==> src/rtl/game_flow_pkg.sv <==
// Shared types and defaults for the game flow sequencer and its second-based timers.
package game_flow_pkg;

    typedef enum logic [2:0] {
        TITLE     = 3'd0,
        ARM       = 3'd1,
        PLAY      = 3'd2,
        RESULT    = 3'd3,
        GAME_OVER = 3'd4,
        WIN       = 3'd5,
        PAUSE     = 3'd6
    } game_state_t;

    localparam int DEFAULT_CLK_FREQ_HZ = 25_000_000;

endpackage

==> src/rtl/game_flow_controller_tick_gen.sv <==
// Free-running one-second tick: counts 0..CLK_FREQ_HZ-1, tick at the terminal count.
module tick_gen
    import game_flow_pkg::*;
#(
    parameter int CLK_FREQ_HZ = DEFAULT_CLK_FREQ_HZ
) (
    input  logic clk,
    input  logic resetN,
    input  logic clear,
    input  logic freeze,
    output logic tick
);

    localparam int CW = (CLK_FREQ_HZ > 1) ? $clog2(CLK_FREQ_HZ) : 1;
    localparam logic [CW-1:0] TERM = CW'(CLK_FREQ_HZ - 1);

    logic [CW-1:0] cnt;

    always_ff @(posedge clk or negedge resetN) begin
        if (!resetN)
            cnt <= '0;
        else if (clear)
            cnt <= '0;
        else if (!freeze)
            cnt <= (cnt == TERM) ? '0 : cnt + 1'b1;
    end

    // A frozen counter parked on TERM must not keep firing.
    assign tick = (cnt == TERM) && !freeze;

endmodule

==> src/rtl/game_flow_controller.sv <==
// Top-level game sequencer driving the level controller and the overlay selects.
// Optional pause support is compiled in with `define GAME_FLOW_PAUSE_EN.
module game_flow_controller
    import game_flow_pkg::*;
#(
    parameter int CLK_FREQ_HZ     = DEFAULT_CLK_FREQ_HZ,
    parameter int RESULT_HOLD_SEC = 3,
    parameter int SYNC_STAGES     = 2
) (
    input  logic       clk,
    input  logic       resetN,
    input  logic       startKey,
`ifdef GAME_FLOW_PAUSE_EN
    input  logic       pauseKey,
`endif
    input  logic       startOfFrame,
    input  logic       stageEnded,
    input  logic       stageFailed,
    input  logic       lastLevelEnded,
    output logic       levelEnable,
    output logic       cycleLevel,
    output logic       oneSecPulse,
    output logic       titleScreenEn,
    output logic       resultScreenEn,
    output logic       gameOverScreenEn,
    output logic       winScreenEn,
    output logic [2:0] stateCode
);

    localparam int HW = (RESULT_HOLD_SEC > 1) ? $clog2(RESULT_HOLD_SEC) : 1;
    localparam logic [HW-1:0] HOLD_LAST = HW'(RESULT_HOLD_SEC - 1);

    game_state_t state, next_state;

    logic [SYNC_STAGES-1:0] start_sync;
    logic                   start_d;
    logic                   key_rise;
    logic                   tick;
    logic                   tick_clear;
    logic                   tick_freeze;
    logic [HW-1:0]          hold_cnt;
    logic                   from_result;
    logic                   cycle_q;
    logic                   pulse_q;

    always_ff @(posedge clk or negedge resetN) begin
        if (!resetN) begin
            start_sync <= '0;
            start_d    <= 1'b0;
        end else begin
            start_sync <= (start_sync << 1) | SYNC_STAGES'(startKey);
            start_d    <= start_sync[SYNC_STAGES-1];
        end
    end

    assign key_rise = start_sync[SYNC_STAGES-1] & ~start_d;

`ifdef GAME_FLOW_PAUSE_EN
    logic [SYNC_STAGES-1:0] pause_sync;
    logic                   pause_d;
    logic                   pause_rise;

    always_ff @(posedge clk or negedge resetN) begin
        if (!resetN) begin
            pause_sync <= '0;
            pause_d    <= 1'b0;
        end else begin
            pause_sync <= (pause_sync << 1) | SYNC_STAGES'(pauseKey);
            pause_d    <= pause_sync[SYNC_STAGES-1];
        end
    end

    assign pause_rise  = pause_sync[SYNC_STAGES-1] & ~pause_d;
    assign tick_freeze = (state == PAUSE);
`else
    assign tick_freeze = 1'b0;
`endif

    // Restart the second count on PLAY entry from ARM (not on unpause) and on RESULT entry.
    assign tick_clear = (state == ARM && next_state == PLAY) ||
                        (state != RESULT && next_state == RESULT);

    tick_gen #(
        .CLK_FREQ_HZ (CLK_FREQ_HZ)
    ) u_tick_gen (
        .clk    (clk),
        .resetN (resetN),
        .clear  (tick_clear),
        .freeze (tick_freeze),
        .tick   (tick)
    );

    always_ff @(posedge clk or negedge resetN) begin
        if (!resetN)
            state <= TITLE;
        else
            state <= next_state;
    end

    always_comb begin
        next_state = state;
        case (state)
            TITLE:     if (key_rise) next_state = ARM;
            ARM:       if (startOfFrame) next_state = PLAY;
            PLAY: begin
                if (stageFailed)                         next_state = GAME_OVER;
                else if (stageEnded && lastLevelEnded)   next_state = WIN;
                else if (stageEnded)                     next_state = RESULT;
`ifdef GAME_FLOW_PAUSE_EN
                else if (pause_rise)                     next_state = PAUSE;
`endif
            end
`ifdef GAME_FLOW_PAUSE_EN
            PAUSE:     if (pause_rise) next_state = PLAY;
`endif
            RESULT:    if (key_rise || (tick && hold_cnt == HOLD_LAST)) next_state = ARM;
            GAME_OVER: if (key_rise) next_state = TITLE;
            WIN:       if (key_rise) next_state = TITLE;
            default:   next_state = TITLE;
        endcase
    end

    always_ff @(posedge clk or negedge resetN) begin
        if (!resetN) begin
            hold_cnt    <= '0;
            from_result <= 1'b0;
            cycle_q     <= 1'b0;
            pulse_q     <= 1'b0;
        end else begin
            if (state != RESULT)
                hold_cnt <= '0;
            else if (tick)
                hold_cnt <= hold_cnt + 1'b1;
            if (next_state == ARM && state != ARM)
                from_result <= (state == RESULT);
            cycle_q <= (state == PLAY) && (next_state == RESULT);
            pulse_q <= tick && (state == PLAY);
        end
    end

    always_comb begin
        levelEnable      = (state == PLAY) || (state == PAUSE);
        cycleLevel       = cycle_q;
        oneSecPulse      = pulse_q;
        titleScreenEn    = (state == TITLE);
        resultScreenEn   = (state == RESULT) || (state == ARM && from_result);
        gameOverScreenEn = (state == GAME_OVER);
        winScreenEn      = (state == WIN);
        stateCode        = state;
    end

endmodule

==> config.mk <==
export PLATFORM = sky130hd
export DESIGN_NAME = game_flow_controller
export DESIGN_NICKNAME = d
export VERILOG_FILES = /design/src/rtl/game_flow_pkg.sv /design/src/rtl/game_flow_controller_tick_gen.sv /design/src/rtl/game_flow_controller.sv
export SDC_FILE = /design/constraint.sdc
export NUM_CORES = 1
export LEC_CHECK = 0
export ABC_CLOCK_PERIOD_IN_PS = 3400
export CAP_MARGIN = 20
export CORE_MARGIN = 1.5
export CORE_UTILIZATION = 59
export CTS_BUF_LIST = sky130_fd_sc_hd__clkbuf_8
export DETAILED_ROUTE_END_ITERATION = 16
export PLACE_DENSITY = 0.88
export SYNTH_ARGS = -nofsm -noshare
export SYNTH_HDL_FRONTEND = slang
export SYNTH_HIERARCHICAL = 1
export SYNTH_SLANG_ARGS = --single-unit
==> constraint.sdc <==
create_clock -name clk -period 3.4 [get_ports clk]
set_input_delay 0.68 -clock clk [delete_from_list [all_inputs] [get_ports clk]]
set_output_delay 0.68 -clock clk [all_outputs]
set_load 0.01 [all_outputs]
==> impl_metrics.csv <==
group,metric,value,unit
status,status,"finished, final reports clean",
cts,clk_path_buf_depth,2,
timing,tns,0,ns
cts,clock-sinks,36,
global_route,grt_pass1_wl,6.62,mm
logic_synthesis,synthDominantCellAreaShare,0.464,
layout,final_common_cell,"dfrtp_1",
timing,slew_viol_final,0,
route,dr.pass1.iters,4,
die,rows,20,
layout,mostFrequentLayoutCells,"36 x dfrtp_1, 22 x nor2_1, 18 x nand2_1",
critical_path,required,3.59,ns
run,cap_violations,0,
placed_design,gp_congestion,0.908,
timing,setup_slack,0.385,ns
layout,final_nets,236,
power,ir_drop,0.360,mV
cts,cts_resized,0,
global_route,grt_pass1_vias,1501,
timing,grt_setup_unrepaired,"false",
cts,clk_pin_slew,0.07,ns
layout,n_fill_cell,232,
layout,area_growth,16.1,%
timing,timing.final.crit_share,0.887,
die,die_y,60.4,microns
placed_design,pre_cts_ws,0.431,ns
layout,finalNonFillerCells,272,
cts,numCtsBuffers,5,
cts,hold_buffers,0,
timing,relSlewSlack,0.503,
critical_path,cpMaxStageDelayCell,"or3_1",
die,start_util,0.631,
logic_synthesis,synthCells,202,
die,fp.dieW,60.4,microns
critical_path,worstSetupPathType,"reg2reg",
global_route,grtUsageMet1,0.314,
critical_path,cp_top_family,"simple AND/OR/NAND/NOR gates",
logic_synthesis,yosysWarnings,6,
die,ioPinCount,17,
worst_hold_path,hp-class,"reg2reg",
critical_path,path_cells,"ha_1 -> and3_1 -> nand3_1 -> or3_1 -> nor2_1 -> nand2_1 -> a32oi_1 -> a22oi_1 -> inv_1 -> o311a_1 -> buf_4 -> nand2_1 -> o32ai_1",
layout,drive_above_1_share,0.0833,
critical_path,max_stage_delay,0.40,ns
logic_synthesis,synth-edff-count,0,
route,viasPerCell,5.77,
critical_path,cp_max_fo,16,
global_route,grt_max_degree,37,
cts,htree_levels,2,
die,die_area,3640,sq um
logic_synthesis,ys_seq_area_frac,0.464,
logic_synthesis,synth_area,1940,sq um
route,first_iter_violations,66,
global_route,grtUsageMet3,0.0448,
logic_synthesis,yosys_most_used_dff,"dfrtp_1",
layout,final_core_util,0.733,
global_route,antenna_found_initial,0,
timing,fin_worst_skew,0.00240,ns
route,drtAntennaViolNets,0,
layout,regArea,901,sq um
logic_synthesis,synth_area_per_cell,9.61,sq um
placed_design,port_buffers,16,
critical_path,crit_buf_inv,2,
cts,cts_tree,"yes",
global_route,grt.overflow.total,0,
logic_synthesis,synth.top_cells.by_area,"dfrtp_1 46%, nor2_1 4.3%, xnor2_1 4.1%, nand2_1 3.5%, xor2_1 3.2%",
route,wl,3.84,mm
global_route,grt-busiest-layer,"met2",
global_route,track_usage,0.248,
critical_path,cpMostUsedCell,"nand2_1",
cts,root_buffer,"clkbuf_8",
timing,period_needed,3.02,ns
timing,timing.fmax,332,MHz
timing,worst_slew_pin_slew,0.744,ns
layout,multi_input_area,975,sq um
power,power_leakage,1.00,nW
timing,finalSetupViolations,0,
placed_design,dpl.hpwl,2.75,mm
critical_path,end_kind,"register",
logic_synthesis,synth_seq_cells,36,
cts,clk_latency,0.28,ns
cts,post_cts_buffers,0,
route,drc_errors,0,
timing,hold_viol_final,0,
route,wl_per_cell,14.1,microns
logic_synthesis,synthArstFlopShare,1.00,
logic_synthesis,synth_cell_types,54,
route,route.vias.total,1570,
die,coreArea,3080,sq um
placed_design,dp_cells,264,
layout,diodes,0,
critical_path,cp.arrival,3.20,ns
critical_path,r2r_slack,0.38,ns
logic_synthesis,yosys.area.top_type,"dfrtp_1",
power,power.density,598,nW/um^2
critical_path,cp-start-kind,"register",
global_route,use_met2,0.425,
[power breakdown]
| part | internal (W) | switching [W] |
|---|---|---|
| Combinational | 0.000199 | 0.000216 |
| Clock | 0.000214 | 0.000146 |
| Sequential | 0.000486 | 0.0000878 |
[area by class of cell]
cell class | count | share of cell area
multi-input cells | 155 | 0.432
flip-flops and latches | 36 | 0.400
repair buffers | 18 | 0.0777
clock buffers | 5 | 0.0305
well taps | 44 | 0.0244
inverters | 11 | 0.0183
clock inverters | 3 | 0.0172
[metal layers]
metal	routed length [microns]	up-vias
li1	-	765
met1	1680	763
met4	47	0
met2	1980	37
met3	127	5
met5	0	-
[metrics by stage]
stage / cell area (sq um) / power (W) / hold WS, ns
finish: 2250 / 0.00135 / 0.349
global route: 2250 / 0.00143 / 0.378
CTS: 2250 / 0.00135 / 0.351
detailed placement: 2150 / 0.000988 / 0.335
global placement: 2150 / 0.000974 / 0.335
floorplan: 1970 / 0.000849 / 0.331
[state kept, by name (all words and copies together) (netlist names)]
register / cells
cycleLevel: 1
from_result: 1
hold_cnt: 2
oneSecPulse: 1
start_d: 1
start_sync: 2
stateCode: 3
u_tick_gen/cnt: 25
[worst reg2reg max path: cells and delay by family (launching register included)]
family	cells	cell delay, ns
simple gates	6	1.16
fa+ha+maj	1	0.19
buf+inv	2	0.33
flops	1	0.39
compound gates	4	0.85
[cell families after synthesis]
family / after synthesis / share of synthesized area
xor+xnor: 16 / 0.0722
fa+ha+maj: 2 / 0.0129
simple gates: 95 / 0.267
mux: 2 / 0.0110
flops: 36 / 0.464
buf+inv: 18 / 0.0477
compound gates: 32 / 0.123
other cells: 1 / 0.00193
[final timing paths]
check	endpoint	from	depth (start not counted)
hold reg to reg	start_sync[1]$_DFF_PN0_	start_sync[0]$_DFF_PN0_	0
setup / recovery	u_tick_gen/cnt[21]$_DFFE_PN0P_	u_tick_gen/cnt[1]$_DFFE_PN0P_	13
min in group asynchronous	start_sync[0]$_DFF_PN0_	resetN	2
setup reg to reg	u_tick_gen/cnt[21]$_DFFE_PN0P_	u_tick_gen/cnt[1]$_DFFE_PN0P_	13
max in group asynchronous	cycleLevel$_DFF_PN0_	resetN	2
hold / removal	start_sync[1]$_DFF_PN0_	start_sync[0]$_DFF_PN0_	0
[synthesized netlist by cell type, types with 2 or more instances]
cell / n
a31oi_1: 3
nand2b_1: 2
buf_2: 2
inv_1: 10
a311oi_1: 2
dfrtp_1: 36
nor2b_1: 2
or3_1: 3
nor2_1: 22
nor3_1: 10
buf_6: 2
and3_1: 6
ha_1: 2
and2_1: 2
nand3_1: 7
and4_1: 4
xor2_1: 7
a21oi_1: 7
a221o_1: 2
xnor2_1: 9
o21ai_0: 2
nor3b_1: 2
o22ai_1: 2
nand4_1: 7
nand2_1: 18
buf_4: 2
o211a_1: 2
No activity file was read; power rests on OpenSTA's default activity.
